### config.mk
export PLATFORM = sky130hd
export DESIGN_NAME = alu_operand_entry
export DESIGN_NICKNAME = d
export VERILOG_FILES = /design/src/rtl/alu_operand_entry.sv
export SDC_FILE = /design/constraint.sdc
export NUM_CORES = 1
export LEC_CHECK = 0
export BUFFER_PORTS_ARGS = -buffer_cell sky130_fd_sc_hd__buf_2
export CAP_MARGIN = 10
export CORE_UTILIZATION = 30
export CTS_CLUSTER_SIZE = 24
export DETAILED_ROUTE_END_ITERATION = 8
export GPL_TIMING_DRIVEN = 0
export SLEW_MARGIN = 20
export SYNTH_ARGS = -nofsm -noshare
export SYNTH_HDL_FRONTEND = slang
export SYNTH_SLANG_ARGS = --single-unit
export TNS_END_PERCENT = 5
### constraint.sdc
create_clock -name clk -period 4.6 [get_ports clk]
set_clock_uncertainty 0.2 [all_clocks]
set_input_delay 0.92 -clock clk [delete_from_list [all_inputs] [get_ports clk]]
set_output_delay 0.92 -clock clk [all_outputs]
set_load 0.1 [all_outputs]
### src/rtl/alu_operand_entry.sv
`default_nettype none
// ============================================================================
// Module   : alu_operand_entry
// Purpose  : Front end for the 8-bit ALU demo. Operand A, operand B and a
//            3-bit opcode are entered one after another from one 8-switch
//            bank, stepped by two debounced pushbuttons. The captured fields
//            are held in registers for the ALU.
// Ports    : clk        system clock
//            rst_n      asynchronous active-low reset
//            sw[7:0]    raw switches (A/B data, sw[2:0] opcode)
//            btn_next   raw button: capture current field and advance
//            btn_back   raw button: step back without capturing
//            op_a/op_b  registered operands
//            alu_sel    registered opcode
//            ops_valid  one-cycle pulse after a full operand set is committed
//            state_code 00 ENTER_A, 01 ENTER_B, 10 ENTER_OP, 11 SHOW
// Options  : define ALU_OPERAND_ENTRY_TIMEOUT_EN to abort an entry left idle
//            in ENTER_B/ENTER_OP for TIMEOUT_CYCLES cycles.
// Revision : 1.0 - initial release
// ============================================================================
module alu_operand_entry #(
    parameter int DEBOUNCE_CYCLES = 1000000,
    parameter int CNT_W           = 20,
    parameter int TIMEOUT_CYCLES  = 500000000
) (
    input  logic       clk,
    input  logic       rst_n,
    input  logic [7:0] sw,
    input  logic       btn_next,
    input  logic       btn_back,
    output logic [7:0] op_a,
    output logic [7:0] op_b,
    output logic [2:0] alu_sel,
    output logic       ops_valid,
    output logic [1:0] state_code
);

    typedef enum logic [1:0] {
        ST_ENTER_A  = 2'b00,
        ST_ENTER_B  = 2'b01,
        ST_ENTER_OP = 2'b10,
        ST_SHOW     = 2'b11
    } state_t;

    state_t     r_state;
    logic [1:0] w_btn_raw;
    logic [1:0] w_press;     // [0] next pulse, [1] back pulse
    logic       w_next;
    logic       w_back;
    logic       w_timeout;

    assign w_btn_raw = {btn_back, btn_next};

    // ------------------------------------------------------------------
    // Per-button synchronizer + debouncer + rising-edge detector
    // ------------------------------------------------------------------
    generate
        for (genvar gi = 0; gi < 2; gi++) begin : g_btn
            logic             r_sync1;
            logic             r_sync2;
            logic             r_deb;
            logic             r_deb_q;
            logic [CNT_W-1:0] r_cnt;

            always_ff @(posedge clk or negedge rst_n) begin
                if (!rst_n) begin
                    r_sync1 <= 1'b0;
                    r_sync2 <= 1'b0;
                    r_deb   <= 1'b0;
                    r_deb_q <= 1'b0;
                    r_cnt   <= '0;
                end else begin
                    r_sync1 <= w_btn_raw[gi];
                    r_sync2 <= r_sync1;
                    r_deb_q <= r_deb;
                    if (r_sync2 == r_deb) begin
                        r_cnt <= '0;
                    end else if (r_cnt == CNT_W'(DEBOUNCE_CYCLES - 1)) begin
                        // Level has differed for DEBOUNCE_CYCLES edges: accept it
                        r_deb <= r_sync2;
                        r_cnt <= '0;
                    end else begin
                        r_cnt <= r_cnt + 1'b1;
                    end
                end
            end

            assign w_press[gi] = r_deb & ~r_deb_q;
        end
    endgenerate

    assign w_next = w_press[0];
    assign w_back = w_press[1];

    // ------------------------------------------------------------------
    // Idle timeout for abandoned entries
    // ------------------------------------------------------------------
`ifdef ALU_OPERAND_ENTRY_TIMEOUT_EN
    localparam int TO_W = (TIMEOUT_CYCLES > 1) ? $clog2(TIMEOUT_CYCLES) : 1;

    logic [TO_W-1:0] r_to_cnt;
    logic            w_in_entry;

    assign w_in_entry = (r_state == ST_ENTER_B) || (r_state == ST_ENTER_OP);
    assign w_timeout  = w_in_entry && (r_to_cnt == TO_W'(TIMEOUT_CYCLES - 1));

    // Any press pulse restarts the count; every state change other than the
    // timeout itself comes from a press, and the timeout clears it too.
    always_ff @(posedge clk or negedge rst_n) begin
        if (!rst_n) begin
            r_to_cnt <= '0;
        end else if (w_next || w_back || !w_in_entry || w_timeout) begin
            r_to_cnt <= '0;
        end else begin
            r_to_cnt <= r_to_cnt + 1'b1;
        end
    end
`else
    // Entry states wait indefinitely; the parameter only keeps the
    // interface identical between builds.
    assign w_timeout = (TIMEOUT_CYCLES < 0);
`endif

    // ------------------------------------------------------------------
    // Entry FSM with registered outputs
    // ------------------------------------------------------------------
    always_ff @(posedge clk or negedge rst_n) begin
        if (!rst_n) begin
            r_state   <= ST_ENTER_A;
            op_a      <= 8'h00;
            op_b      <= 8'h00;
            alu_sel   <= 3'b000;
            ops_valid <= 1'b0;
        end else begin
            ops_valid <= 1'b0;
            if (w_next && !w_back) begin
                case (r_state)
                    ST_ENTER_A: begin
                        op_a    <= sw;
                        r_state <= ST_ENTER_B;
                    end
                    ST_ENTER_B: begin
                        op_b    <= sw;
                        r_state <= ST_ENTER_OP;
                    end
                    ST_ENTER_OP: begin
                        // Opcode and valid land together so the ALU sees the
                        // complete set in the cycle ops_valid is high.
                        alu_sel   <= sw[2:0];
                        ops_valid <= 1'b1;
                        r_state   <= ST_SHOW;
                    end
                    default: r_state <= ST_ENTER_A;
                endcase
            end else if (w_back && !w_next) begin
                case (r_state)
                    ST_ENTER_B:  r_state <= ST_ENTER_A;
                    ST_ENTER_OP: r_state <= ST_ENTER_B;
                    ST_SHOW:     r_state <= ST_ENTER_OP;
                    default:     r_state <= ST_ENTER_A;
                endcase
            end else if (!w_next && !w_back && w_timeout) begin
                r_state <= ST_ENTER_A;
            end
        end
    end

    assign state_code = r_state;

endmodule
`default_nettype wire

==> results of run 1 <==
## power breakdown
part / internal [mW] / leakage (nW) / switching [mW]
clock network: 0.280 / 0.0996 / 0.223
logic: 0.0238 / 0.568 / 0.0932
registers: 0.630 / 0.920 / 0.00861
total: 0.933 / 1.59 / 0.325
## layer usage
| layer | GRT usage, % | wire length, um | up-vias |
|---|---|---|---|
| li1 | - | - | 1074 |
| met1 | 14.6 | 2810 | 1075 |
| met2 | 17.3 | 2570 | 48 |
| met3 | 3.31 | 240 | 5 |
| met4 | 4.83 | 67 | 0 |
| met5 | 0 | 0 | - |
## cells in the mapped netlist (2+ instances only)
cell	instances	area [um2]
o31ai_1	2	15.0
and3_1	5	31.3
nor4b_1	4	35.0
a21oi_1	8	40.0
buf_4	2	15.0
clkbuf_1	3	11.3
or4b_1	2	20.0
nand2_1	12	45.0
nand4b_1	3	26.3
or3_1	3	18.8
o21ai_0	7	35.0
ha_1	7	87.6
xor2_1	11	96.3
nor3_1	7	35.0
dfrtp_1	70	1750
nor2_1	37	139
xnor2_1	19	166
nand4_1	11	68.8
mux2_2	21	236
inv_1	11	41.3
nand3_1	14	70.1
nor4_1	7	43.8
## worst max-delay path by stage
stage / from / end / slack (ns) / cells past startpoint
floorplan: state_code[0] / op_a[0] / 2.34 / 4
global placement: rst_n / op_a[3] / 2.05 / 1
detailed placement: g_btn[1].r_cnt[0] / g_btn[1].r_cnt[18] / 2.43 / 5
CTS: state_code[1] / state_code[1] / 2.23 / 1
global route: state_code[1] / state_code[1] / 2.20 / 1
finish: state_code[1] / state_code[1] / 2.26 / 1
## kinds of logic (layout without fill, tap and decap cells)
group | after synthesis | after routing | share of synthesized area [%]
XOR/XNOR | 30 | 30 | 8.31
AND/OR/NAND/NOR | 115 | 115 | 19.9
flip-flops | 70 | 70 | 55.4
buffers and inverters | 17 | 67 | 2.30
AO/OA/AOI/OAI | 19 | 19 | 3.48
multiplexers | 22 | 22 | 7.80
adder cells (fa/ha/maj) | 7 | 7 | 2.77
## flip-flops by register name, summed over array words and instances, names as in the netlist
register / flops
alu_sel: 3
g_btn.r_cnt: 40
g_btn.r_deb: 2
g_btn.r_deb_q: 2
g_btn.r_sync1: 2
g_btn.r_sync2: 2
op_a: 8
op_b: 8
ops_valid: 1
state_code: 2
## area by class of cell
type	count	area [um2]	area share [%]
sequential	70	1750	47.0
multi-input combinational	193	1340	35.9
timing repair buffer	34	195	5.24
tap	136	170	4.57
clock buffer	13	159	4.26
clock inverter	3	42.5	1.14
inverter	11	41.3	1.11
buffer	6	31.3	0.839
==> flow_summary.toml, run 1 <==
[run_status]
status = "complete, no violations"

[cts]
cts.repair.resized = 0
cts.sinks = 70
clk_pin_slew_ns = 0.07
cts_buffer_depth = 2
htreeDepth = 3
cts-buffers-inserted = 9
worst_skew_pair.late_latency_ns = 0.34
tritoncts = "done"
cts-root-buf = "clkbuf_8"
postCtsSetupRepairBufs = 0
hold_buffers = 0

[sta]
setup_ws_ns = 2.26
rsz0062_at_grt = "no"
tightest_slew_ns = 0.529
fin_tns_setup_ns = 0
setup_viol = 0
hold_slack_ns = 0.159
maxSlewViolCount = 0
layout_min_cycle_time_ns = 2.34
finalHoldViolations = 0
relSlewSlack_pct = 64.4
finalCritPeriodShare_pct = 50.8
clock.fmax_ghz = 0.428

[synth]
syn_inst = 280
yosys_warnings = 0
syn_nets = 299
ys_ff_latch = 70
ys_seq_area_share_pct = 55.4
synth-edff-count = 0
netlist_area_um2 = 3160
ys_types = 36
async_flop_share_pct = 100
synthFlopType = "dfrtp_1"
avgSynthCellArea_um2 = 11.3

[hold_path]
hold_path.class = "reg2reg"
hold_end = "g_btn[0].r_sync2"
hold_start = "g_btn[0].r_sync1"
min_path_cells = 0

[run]
maxCapViolCount = 0

[drt]
antenna_left = 0
vias = 2202
drt-pass1-iter-count = 4
wire_per_inst_um = 12.2
drt_iter0_markers = 97
viasPerCell = 4.73
wl_um = 5690
drc = 0

[pwr]
total_power_mw = 1.26
ir_drop_v = 0.000114
power_density_nw_per_um2 = 337
power_leakage_nw = 1.59

[critical_path]
cp.arrival_ns = 1.22
worst-r2r-setup-slack_ns = 2.45
crit_fanout = 5
worstRegToRegCells = 5
slowest_delay_ns = 0.46
critPathLaunchType = "flip-flop"
crit_required_ns = 3.48
cp_num_buf_inv = 1
crit_type = "reg2out"
regToRegStartpoint = "g_btn[1].r_cnt[0]"
cp_slowest_cell = "buf_2"
cp_cell_sequence = "buf_2"
r2r-end = "g_btn[1].r_cnt[18]"
cp-end-kind = "primary output"
path_delay_family = "buffers and inverters"

[floorplanning]
coreArea_um2 = 10300
rows = 37
dieArea_um2 = 10900
boundaryPins = 34
chipHeight_um = 105
start_util_pct = 30.8
die_w_um = 105

[final_layout]
nNetsFinal = 344
num-fill-cells = 1035
area_growth_pct = 17.9
mostFrequentLayoutCells = "70 x dfrtp_1, 37 x nor2_1, 32 x buf_2"
drive_above_1_share_pct = 23.6
layout_commonest_cell = "dfrtp_1"
fin_util_pct = 36.3
antenna_cells = 0
instances_no_fill = 466
stdcell_area_um2 = 3730

[place]
pre_cts_ws_ns = 2.43
hpwlAfterDp_um = 3980
place_congestion = 0.746
numPortBuffers = 33
place_area_um2 = 3530
placedCellCount = 450

[grt]
grt.overflow.total = 0
grt_pass1_vias = 2117
antenna_found_initial = 0
grt_max_degree = 52
grt_usage_pct = 11.2
grt_pass1_wl_um = 9800
Note: power is estimated with default switching activity, not from simulation.
==> run 2: changes to the inputs <==
==> constraint.sdc (replaced) <==
create_clock -name clk -period 2.3 [get_ports clk]
set_clock_uncertainty 0.2 [all_clocks]
set_input_delay 0.46 -clock clk [delete_from_list [all_inputs] [get_ports clk]]
set_output_delay 0.46 -clock clk [all_outputs]
set_load 0.1 [all_outputs]
==> run 2 against run 1 <==
Effect of this change: final area rose by 0.40%; via count increased by 0.32%; non-clock buffer count rose by 1; first-iteration DRC count increased by 8.2%; routed wire length down 0.23%; cell count grew 0.21%; clock power rose by 100%; largest power group unchanged; hold slack got worse by 0.13 ns; combinational power grew 100%; critical path depth rose by 3.
==> flow_summary.toml, run 2 (synthesis gave the netlist of run 1 again) <==
[run_status]
status = "complete, no violations"

[cts]
clk_pin_slew_ns = 0.07
tritoncts = "done"
cts-root-buf = "clkbuf_8"
worst_skew_pair.late_latency_ns = 0.34
cts-buffers-inserted = 9
cts_buffer_depth = 2
htreeDepth = 3
cts.sinks = 70
postCtsSetupRepairBufs = 0

[grt]
grt_pass1_vias = 2120
grt_max_degree = 52
antenna_found_initial = 0
grt.overflow.total = 0
grt_usage_pct = 11.2
grt_pass1_wl_um = 9810

[final_layout]
antenna_cells = 0
instances_no_fill = 467
num-fill-cells = 1032
nNetsFinal = 345
layout_commonest_cell = "dfrtp_1"
area_growth_pct = 18.4
largest_reg_flops = 40
registers.top_by_ff_count = "g_btn.r_cnt"
drive_above_1_share_pct = 23.9
largestRegisters = "g_btn.r_cnt x40, op_a x8, op_b x8"
mostFrequentLayoutCells = "70 x dfrtp_1, 37 x nor2_1, 32 x buf_2"

[critical_path]
cp_slowest_cell = "nor4_1"
cp.arrival_ns = 2.20
crit_type = "reg2reg"
slowest_delay_ns = 0.55
critPathLaunchType = "flip-flop"
path_delay_family = "simple AND/OR/NAND/NOR gates"
crit_fanout = 7
cp_num_buf_inv = 0
cp-end-kind = "flip-flop"
cp_cell_sequence = "nand4_1 > nor4_1 > or4b_1 > a21oi_1"
crit_required_ns = 2.37

[drt]
wire_per_inst_um = 12.1
drc = 0
viasPerCell = 4.73
antenna_left = 0
drt_iter0_markers = 105
vias = 2209
drt-pass1-iter-count = 4
wl_um = 5670

[place]
numPortBuffers = 33
place_congestion = 0.746
hpwlAfterDp_um = 3980
placedCellCount = 450

[floorplanning]
die_w_um = 105
start_util_pct = 30.8
dieArea_um2 = 10900
rows = 37
boundaryPins = 34
coreArea_um2 = 10300
chipHeight_um = 105

[sta]
maxSlewViolCount = 0
relSlewSlack_pct = 64.0
rsz0062_at_grt = "no"
setup_viol = 0
finalHoldViolations = 0
fin_tns_setup_ns = 0
layout_min_cycle_time_ns = 2.13
tightest_slew_ns = 0.536
hold_slack_ns = 0.0306
finalCritPeriodShare_pct = 92.5
clock.fmax_ghz = 0.470

[hold_path]
hold_path.class = "in2reg"

[pwr]
ir_drop_v = 0.000228
power_leakage_nw = 1.59
power_density_nw_per_um2 = 673

[run]
maxCapViolCount = 0
run 2: cell types whose count changed in the layout (fill, tap and decap cells not counted), sizes merged:
| cell | before | now |
|---|---|---|
| dlygate4sd3 | 0 | 1 |
run 2: worst paths after layout:
path                            depth (start not counted)  slack, ns              start                 end
max in group asynchronous                               3       1.02              rst_n  g_btn[0].r_cnt[13]
worst max register to register                          4       0.17  g_btn[0].r_cnt[8]  g_btn[0].r_cnt[18]
worst min register to register                          0       0.16   g_btn[0].r_sync1    g_btn[0].r_sync2
worst min-delay path                                    1       0.03           btn_back    g_btn[1].r_sync1
min in group asynchronous                               2       0.35              rst_n   g_btn[1].r_cnt[5]
worst max-delay path                                    4       0.17  g_btn[0].r_cnt[8]  g_btn[0].r_cnt[18]
run 2: per-stage QoR:
step                cell area [um2]  utilization, %  power (mW)  setup WS, ns
global placement               3500            34.0        1.53         0.188
global route                   3740            36.4        2.63       0.00343
floorplan                      3160               -        1.47        0.0414
detailed placement             3530            34.3        1.54         0.130
finish                         3740            36.4        2.52         0.171
CTS                            3740            36.4        2.56         0.132
run 2: repair_timing:
item	in CTS	in global routing
gates resized for setup	0	1
endpoints found under the setup margin	0	1
endpoints found under the hold margin	19	0
hold buffers	1	0
run 2: layer usage:
layer	track usage [%]	up-vias	wire, um
met5	0	-	0
met4	4.83	0	105
met1	14.6	1068	2790
met2	17.3	53	2500
met3	3.31	9	278
li1	-	1079	-
run 2: cell type report:
cell class	instances	area, um2	area share [%]
flip-flops and latches	70	1750	46.8
multi-input cells	193	1340	35.8
repair buffers	35	205	5.48
well taps	136	170	4.55
clock buffers	13	159	4.25
clock inverters	3	42.5	1.14
inverters	11	41.3	1.10
plain buffers	6	31.3	0.836
run 2: where the power goes:
part           switching [mW]  total, mW  internal [mW]
logic                   0.187      0.235         0.0489
registers              0.0174       1.28           1.26
clock network           0.448       1.01          0.560
